`src/rtl/child_fanout_pkg.sv`:
```
// Shared types and defaults for the child fan-out dispatcher.
//   state_t    : dispatcher holding state (EMPTY / HOLD)
//   ptr_width  : width of the target-child index for a given child count
package child_fanout_pkg;

    typedef enum logic {
        EMPTY = 1'b0,
        HOLD  = 1'b1
    } state_t;

    localparam int unsigned DEF_DATA_W       = 32;
    localparam int unsigned DEF_NUM_CHILDREN = 5;
    localparam int unsigned DEF_SKIP_CYCLES  = 16;
    localparam int unsigned DEF_CNT_W        = 16;

    // Index width for n children; never below one bit.
    function automatic int unsigned ptr_width(input int unsigned n);
        return (n <= 2) ? 1 : $clog2(n);
    endfunction

endpackage

```
`src/rtl/child_rr_timer.sv`:
```
// Round-robin target pointer with stall timeout.
//   clk, rst_n : clock, async active-low reset
//   deliver    : held item accepted by the target child this cycle
//   stall      : item held but target child not ready this cycle
//   ptr        : current target child index (registered)
//   skip_c     : stall timeout expires this cycle; ptr advances on the next edge
module child_rr_timer
    import child_fanout_pkg::*;
#(
    parameter int unsigned NUM_CHILDREN = DEF_NUM_CHILDREN,
    parameter int unsigned SKIP_CYCLES  = DEF_SKIP_CYCLES
) (
    input  logic                                 clk,
    input  logic                                 rst_n,
    input  logic                                 deliver,
    input  logic                                 stall,
    output logic [ptr_width(NUM_CHILDREN)-1:0]   ptr,
    output logic                                 skip_c
);

    localparam int unsigned PTR_W  = ptr_width(NUM_CHILDREN);
    localparam int unsigned WAIT_W = $clog2(SKIP_CYCLES + 1);

    localparam logic [PTR_W-1:0]  PTR_LAST  = PTR_W'(NUM_CHILDREN - 1);
    localparam logic [WAIT_W-1:0] WAIT_LAST = WAIT_W'(SKIP_CYCLES - 1);

    logic [WAIT_W-1:0] wait_cnt;
    logic              advance_c;

    assign skip_c    = stall && (wait_cnt == WAIT_LAST);
    assign advance_c = deliver || skip_c;

    // Pointer wraps explicitly so non-power-of-two counts never reach NUM_CHILDREN.
    always_ff @(posedge clk or negedge rst_n) begin
        if (!rst_n) begin
            ptr      <= '0;
            wait_cnt <= '0;
        end else begin
            if (advance_c) begin
                ptr <= (ptr == PTR_LAST) ? '0 : ptr + PTR_W'(1);
            end
            if (advance_c || !stall) begin
                wait_cnt <= '0;
            end else begin
                wait_cnt <= wait_cnt + WAIT_W'(1);
            end
        end
    end

endmodule

```
`src/rtl/child_fanout_dispatcher.sv`:
```
// One-entry valid/ready stage that deals items round-robin to NUM_CHILDREN
// child channels, skipping a child that stalls for SKIP_CYCLES cycles.
//   clk, rst_n          : clock, async active-low reset
//   in_valid/in_data    : upstream stream
//   in_ready            : holding register can accept (combinational pass-through)
//   out_valid           : one-hot per-child valid
//   out_data            : payload shared by all children
//   out_ready           : per-child ready (only the target's bit matters)
//   ptr                 : current target child
//   sent_cnt, skip_cnt  : delivered items (wraps), timeout skips (saturates)
module child_fanout_dispatcher
    import child_fanout_pkg::*;
#(
    parameter int unsigned DATA_W       = DEF_DATA_W,
    parameter int unsigned NUM_CHILDREN = DEF_NUM_CHILDREN,
    parameter int unsigned SKIP_CYCLES  = DEF_SKIP_CYCLES,
    parameter int unsigned CNT_W        = DEF_CNT_W
) (
    input  logic                                 clk,
    input  logic                                 rst_n,
    input  logic                                 in_valid,
    input  logic [DATA_W-1:0]                    in_data,
    output logic                                 in_ready,
    output logic [NUM_CHILDREN-1:0]              out_valid,
    output logic [DATA_W-1:0]                    out_data,
    input  logic [NUM_CHILDREN-1:0]              out_ready,
    output logic [ptr_width(NUM_CHILDREN)-1:0]   ptr,
    output logic [CNT_W-1:0]                     sent_cnt,
    output logic [CNT_W-1:0]                     skip_cnt
);

    localparam int unsigned PTR_W = ptr_width(NUM_CHILDREN);

    state_t                  state;
    state_t                  state_nxt;
    logic [DATA_W-1:0]       data_q;
    logic [NUM_CHILDREN-1:0] tgt_onehot_c;
    logic                    tgt_ready_c;
    logic                    deliver_c;
    logic                    stall_c;
    logic                    capture_c;
    logic                    skip_c;

    child_rr_timer #(
        .NUM_CHILDREN (NUM_CHILDREN),
        .SKIP_CYCLES  (SKIP_CYCLES)
    ) u_timer (
        .clk     (clk),
        .rst_n   (rst_n),
        .deliver (deliver_c),
        .stall   (stall_c),
        .ptr     (ptr),
        .skip_c  (skip_c)
    );

    // One-hot decode of the target child and its ready bit.
    always_comb begin
        tgt_onehot_c = '0;
        for (int unsigned i = 0; i < NUM_CHILDREN; i++) begin
            tgt_onehot_c[i] = (ptr == PTR_W'(i));
        end
        tgt_ready_c = |(tgt_onehot_c & out_ready);
    end

    // State register.
    always_ff @(posedge clk or negedge rst_n) begin
        if (!rst_n) begin
            state <= EMPTY;
        end else begin
            state <= state_nxt;
        end
    end

    // Next state: delivery with a concurrent capture keeps HOLD (pass-through).
    always_comb begin
        state_nxt = state;
        case (state)
            EMPTY:   if (in_valid) state_nxt = HOLD;
            HOLD:    if (tgt_ready_c && !in_valid) state_nxt = EMPTY;
            default: state_nxt = EMPTY;
        endcase
    end

    // Outputs and handshake qualifiers.
    always_comb begin
        in_ready  = 1'b0;
        out_valid = '0;
        deliver_c = 1'b0;
        stall_c   = 1'b0;
        case (state)
            EMPTY: in_ready = 1'b1;
            HOLD: begin
                in_ready  = tgt_ready_c;
                out_valid = tgt_onehot_c;
                deliver_c = tgt_ready_c;
                stall_c   = !tgt_ready_c;
            end
            default: ;
        endcase
        capture_c = in_valid && in_ready;
    end

    // Payload register and debug counters.
    always_ff @(posedge clk or negedge rst_n) begin
        if (!rst_n) begin
            data_q   <= '0;
            sent_cnt <= '0;
            skip_cnt <= '0;
        end else begin
            if (capture_c) data_q <= in_data;
            if (deliver_c) sent_cnt <= sent_cnt + CNT_W'(1);
            if (skip_c && (skip_cnt != '1)) skip_cnt <= skip_cnt + CNT_W'(1);
        end
    end

    assign out_data = data_q;

endmodule

```
`config.mk`:
```
export PLATFORM = sky130hd
export DESIGN_NAME = child_fanout_dispatcher
export DESIGN_NICKNAME = d
export VERILOG_FILES = /design/src/rtl/child_fanout_pkg.sv /design/src/rtl/child_rr_timer.sv /design/src/rtl/child_fanout_dispatcher.sv
export SDC_FILE = /design/constraint.sdc
export NUM_CORES = 1
export LEC_CHECK = 0
export CAP_MARGIN = 20
export CORE_UTILIZATION = 30
export DETAILED_ROUTE_END_ITERATION = 10
export HOLD_SLACK_MARGIN = 0.08
export MAX_ROUTING_LAYER = met4
export PLACE_DENSITY = 0.58
export RECOVER_POWER = 25
export SYNTH_ARGS = -nofsm -noshare
export SYNTH_HDL_FRONTEND = slang
export SYNTH_SLANG_ARGS = --single-unit
```
`constraint.sdc`:
```
create_clock -name clk -period 5.65 [get_ports clk]
set_input_delay 0.8475 -clock clk [delete_from_list [all_inputs] [get_ports clk]]
set_output_delay 0.8475 -clock clk [all_outputs]
set_load 0.01 [all_outputs]
```
==> impl_metrics.toml <==
[worst_setup_path]
reg2reg_setup_slack_ns = 2.55
r2r_cells = 6
startpoint = "u_timer.ptr[2]"
path_class = "register to primary output"
critPathLaunchType = "register"
end_kind = "primary output"
cp.required_ns = 4.80
cp.arrival_ns = 2.61
path_max_fanout = 13
reg2reg_from = "u_timer.ptr[2]"

[grt]
met2_usage_pct = 20.4
grt_pass1_wl_mm = 12.2
antenna_found_initial = 0
grt.overflow.total = 0
grt_start_max_net_pins = 74
grt_use_met1_pct = 17.8
grt.total_usage_pct = 13.6
use_met3_pct = 3.08
grt_pass1_vias = 2470
busiest_layer = "met2"

[detailed_routing]
drtAntennaViolNets = 0
drtIter0Drc = 98
routed_via_density = 4.52
drt-pass1-iter-count = 4
wirelength_mm = 7.42
wl_per_cell_um = 14.1
drc = 0
dr_total_vias = 2373

[logic_synthesis]
ys_seq_area_share_pct = 52.7
synth_area_um2 = 3460
syn-num-nets = 313
synth_area_per_cell_um2 = 13.1
ys_seq_elements = 73
synthCells = 264
synth_flop_cell = "dfrtp_1"
synth_enable_flop_cells = 0
yosys_warnings = 0
async_flop_share_pct = 100
synth_cell_types = 43

[final_layout]
stdcell_count = 525
stdcell_area_um2 = 4980
nets = 430
fill_cells = 1040
insertedDiodeCount = 0
drive_gt1_share_pct = 15.6
syn_to_final_growth_pct = 43.7

[placed_design]
hpwlAfterDp_mm = 5.20
dp.cells = 510
port_buffers = 112
routabilityCongestion = 0.728
placed_area_um2 = 4710

[cts]
cts.clk_slew.worst_paths_ns = 0.05
cts.sinks = 73
tritoncts = "yes"
ctsResizeCount = 0
cts_hold_buf = 0
cts_setup_buffers = 0
cts_htree_levels = 3
clk_latency_ns = 0.33
cts-root-buf = "clkbuf_16"
cts_buffer_depth = 2
cts_buffers = 9

[floorplanning]
die_area_um2 = 12000
num_rows = 38
start_util_pct = 31.4
die_x_um = 109
chipHeight_um = 109
io_pins = 113
coreArea_um2 = 11000

[power_and_ir_drop]
power.density_nw_per_um2 = 468
leakage_uw = 0.00225
max-vdd-ir-drop_v = 0.000240

[min_path]
min_path_type = "register to register"
min_from = "u_timer.wait_cnt[0]"
hold_depth = 1

[sta]
fin_crit_ns = 3.46
fmax_mhz = 289
setup_tns_ns = 0
tightest_slew_ns = 1.06
maxSlewHeadroom_pct = 29.2
drv_slew = 0
finalSetupViolCount = 0
rsz0062_at_grt = "false"
fin_crit_sh_pct = 61.2
fin_skew_ns = 0.00786
hold_violations = 0

[run_status]
outcome = "finished clean"

[job]
cap_viol_max_count = 0
worst max-delay path, cell delays in order (launching register included):
cell             delay, ns
dfrtp_1               0.67
inv_1                 0.17
ha_1                  0.27
a32oi_2               0.42
o211ai_4              0.22
clkdlybuf4s50_1       0.55
cells in the final DEF, fill, tap and decap left out, types with 2 or more instances in the layout:
cell type        instances
xnor2_1                 15
nor3_1                  12
inv_1                    7
and3_1                   9
ha_1                     9
nand4_1                  9
buf_4                    2
dfrtp_1                 73
nand3_1                 11
nor3b_1                  3
nor2_1                   8
xor2_1                  17
clkdlybuf4s50_1        111
o211ai_4                 2
nor4_1                   6
and4_1                   2
nand2b_1                 2
mux2_2                   4
clkinvlp_4               3
clkbuf_16                9
mux2_4                  30
and2_1                   2
nand2_1                 16
clkinv_2                 2
power by group:
group	total (µW)	switching, µW	internal [µW]
registers	823	135	688
clock network	512	207	305
logic	996	380	616
per-stage QoR:
step                hold WS, ns  worst slack, ns  utilization (%)  total power, µW
floorplan                 0.438             3.30                -             1390
global route              0.472             1.94             45.1             2480
global placement          0.453             2.26             42.7             1830
detailed placement        0.454             2.26             42.7             1840
CTS                       0.462             2.17             45.1             2370
finish                    0.459             2.19             45.1             2330
synthesized netlist by cell type, types with 2 or more instances:
master	count	area, µm²
and2_1	2	12.5
and3_1	9	56.3
and4_1	2	17.5
buf_4	2	15.0
buf_6	3	33.8
dfrtp_1	73	1830
ha_1	9	113
inv_1	7	26.3
mux2_2	4	45.0
mux2_4	30	450
nand2_1	16	60.1
nand2b_1	2	12.5
nand3_1	11	55.1
nand4_1	9	56.3
nor2_1	8	30.0
nor3_1	12	60.1
nor3b_1	3	22.5
nor4_1	6	37.5
o211ai_4	2	42.5
xnor2_1	15	131
xor2_1	17	149
area by class of cell:
type / instances / area, µm² / area share (%)
multi-input combinational: 177 / 1550 / 31.2
timing repair buffer: 113 / 1130 / 22.6
clock buffer: 10 / 239 / 4.80
sequential: 73 / 1830 / 36.7
clock inverter: 5 / 32.5 / 0.653
inverter: 7 / 26.3 / 0.528
tap: 140 / 175 / 3.52
flip-flops by register name, summed over array words and instances, names as in the netlist:
| signal | flops |
|---|---|
| state | 1 |
| out_data | 32 |
| sent_cnt | 16 |
| skip_cnt | 16 |
| u_timer.wait_cnt | 5 |
| u_timer.ptr | 3 |
routing by layer:
layer  vias up  wire length, µm
met5         -                0
met3         9              316
met4         0              120
met1      1117             3590
li1       1183                -
met2        64             3390
final timing paths:
| check | to |
|---|---|
| worst max register to register | out_data[11] |
| worst min-delay path | u_timer.wait_cnt[0] |
| worst min register to register | u_timer.wait_cnt[0] |
| max in group asynchronous | skip_cnt[15] |
| worst max-delay path | in_ready |
| min in group asynchronous | sent_cnt[10] |
cells by family (layout without fill, tap and decap cells):
kind of cell / count (synthesis) / after routing / share of synthesized area, %
and+or+nand+nor: 86 / 86 / 14.0
DFF: 73 / 73 / 52.7
muxes: 34 / 34 / 14.3
xor gates and xnor gates: 32 / 32 / 8.09
AOI/OAI and AO/OA: 16 / 16 / 5.24
buffers and inverters: 14 / 135 / 2.42
adders and majority gates: 9 / 9 / 3.25
(Power assumes the default switching activity.)
==> patch: new RTL, config.mk and constraints unchanged <==
Reset style: synchronous (`rst_n`), changed in 3 clocked blocks. Comments in the files are not updated.
--- a/src/rtl/child_rr_timer.sv
+++ b/src/rtl/child_rr_timer.sv
@@ -33,3 +33,3 @@
     // Pointer wraps explicitly so non-power-of-two counts never reach NUM_CHILDREN.
-    always_ff @(posedge clk or negedge rst_n) begin
+    always_ff @(posedge clk) begin
         if (!rst_n) begin
--- a/src/rtl/child_fanout_dispatcher.sv
+++ b/src/rtl/child_fanout_dispatcher.sv
@@ -65,3 +65,3 @@
     // State register.
-    always_ff @(posedge clk or negedge rst_n) begin
+    always_ff @(posedge clk) begin
         if (!rst_n) begin
@@ -103,3 +103,3 @@
     // Payload register and debug counters.
-    always_ff @(posedge clk or negedge rst_n) begin
+    always_ff @(posedge clk) begin
         if (!rst_n) begin
Function: differs if rst_n is asserted again (counterexample within 4 cycles, from zero or initial values and one cycle with rst_n low); with rst_n held inactive, the same outputs for 10 cycles.
==> patch against the unedited design <==
Area after synthesis down 7.8%. Setup slack worse by 250 ps. Sequential cell count stayed put. Highest routed layer unchanged. Cell area fell by 7.5%. Synthesized cell count increased by 47%. Sequential share of layout area shrank 5.0 points. Wire length rose by 11%. Via count grew 30%.
Power is not compared: it rests on default switching activity, and its combinational part moved more than twofold at a synthesized area within 25%.
==> patch: results (changes against the unedited design) <==
run_status:
  status: "finished, final reports clean"
global_route:
  grt_max_degree: 45  # -39%
  grt_pass1_vias: 2966  # +20%
  grt_use_met1_pct: 19.7  # +1.9 points
  met3_usage_pct: 6.92  # +3.8 points
  grt_util_met2_pct: 24.6  # +4.2 points
  grt_pass1_wl_mm: 14.2  # +16%
timing:
  layout_setup_ws_ps: 1940  # -252 ps
  skew_ps: 6.21  # -1.66 ps
  tightestPinTransition_ps: 846  # -213 ps
  hold_ws_ps: 454  # -4.34 ps
place:
  dp_cells: 614  # +20%
  placed_area_sq_mm: 0.00442  # -6.1%
  dp_hpwl_mm: 5.76  # +11%
  gp_congestion: 0.742  # +1.9%
drt:
  wl_met2_mm: 3.56  # +5.0%
  wl_met1_mm: 3.74  # +4.2%
  route.met3.wl_um: 856  # +170%
  routed_wl_mm: 8.23  # +11%
  drtIter0Drc: 149  # +52%
  vias_per_cell: 4.90  # +8.4%
cells_and_area:
  nNetsFinal: 538  # +25%
  regArea_sq_mm: 0.00146  # -20%
  drive_gt1_share_pct: 5.27  # -10 points
  stdcell_count: 629  # +20%
  n_fill_cell: 1031  # -0.87%
cts:
  clk_pin_slew_ps: 70  # +20 ps
  cts_buffers: 9  # unchanged
  cts_setup_buffers: 0  # unchanged
  root_buffer: "clkbuf_8"
  clkLatencyLatePin_ps: 350  # +20 ps
logic_synthesis:
  synth_area_leaders: "dfxtp_1, nand3_1, nand2_1, o21ai_0, ha_1"
  synthCells: 388  # +47%
  synthMuxAreaShare_pct: 0.940  # -13 points
  ys_top_cells_by_count: "dfxtp_1, nand3_1, nand2_1"
  synth_cell_types: 39  # -9.3%
  async_reset_ff_share_pct: 0  # -100 points
  synth_compound_area_share_pct: 13.6  # +8.4 points
  synth_xor_area_share_pct: 3.56  # -4.5 points
  synthAdderAreaFrac_pct: 3.53  # +0.27 points
  syn_nets: 437  # +40%
setup_path:
  critical-path-max-stage-delay_ps: 620  # -50 ps
  cp_max_fo: 17  # +4
  r2r_setup_slack_ps: 2770  # +220 ps
  cp.arrival_ps: 2860  # +250 ps
-- patch: cell types whose count changed after synthesis, moves of 15 or more --
| cell | unedited run | this run |
|---|---|---|
| nor2_1 | 8 | 23 |
| dfrtp_1 | 73 | 0 |
| nand2_1 | 16 | 53 |
| nand3_1 | 11 | 54 |
| o21ai_0 | 0 | 39 |
| mux2_4 | 30 | 0 |
| dfxtp_1 | 0 | 73 |
| clkbuf_1 | 1 | 22 |
| a21oi_1 | 1 | 16 |
-- patch: layout make-up --
| type | instances | area share (%) |
|---|---|---|
| well taps | 136 | 3.69 |
| clock inverters | 6 | 1.30 |
| flip-flops and latches | 73 | 31.7 |
| clock buffers | 9 | 2.69 |
| inverters | 10 | 0.815 |
| multi-input cells | 280 | 35.0 |
| repair buffers | 115 | 24.7 |
-- patch: path summary, 6_finish.rpt --
| kind | from | endpoint | cells after the start |
|---|---|---|---|
| setup / recovery | out_ready[2] | in_ready | 6 |
| hold / removal | u_timer.wait_cnt[0]$_SDFF_PP0_ | u_timer.wait_cnt[0]$_SDFF_PP0_ | 1 |
| setup reg to reg | u_timer.ptr[0]$_SDFFE_PN0P_ | skip_cnt[4]$_SDFFE_PN0P_ | 7 |
| hold reg to reg | u_timer.wait_cnt[0]$_SDFF_PP0_ | u_timer.wait_cnt[0]$_SDFF_PP0_ | 1 |
-- patch: where the power goes --
| part | internal (mW) | switching, mW |
|---|---|---|
| Sequential | 0.532 | 0.0115 |
| Clock | 0.199 | 0.195 |
| Combinational | 0.0619 | 0.0600 |
-- patch: worst register-to-register path, delay by kind of cell, from the launching register on --
kind	cells	cell delay, ps
and+or+nand+nor	2	1280
adders and majority gates	1	260
buffers and inverters	1	100
DFF	1	410
AOI/OAI and AO/OA	3	760
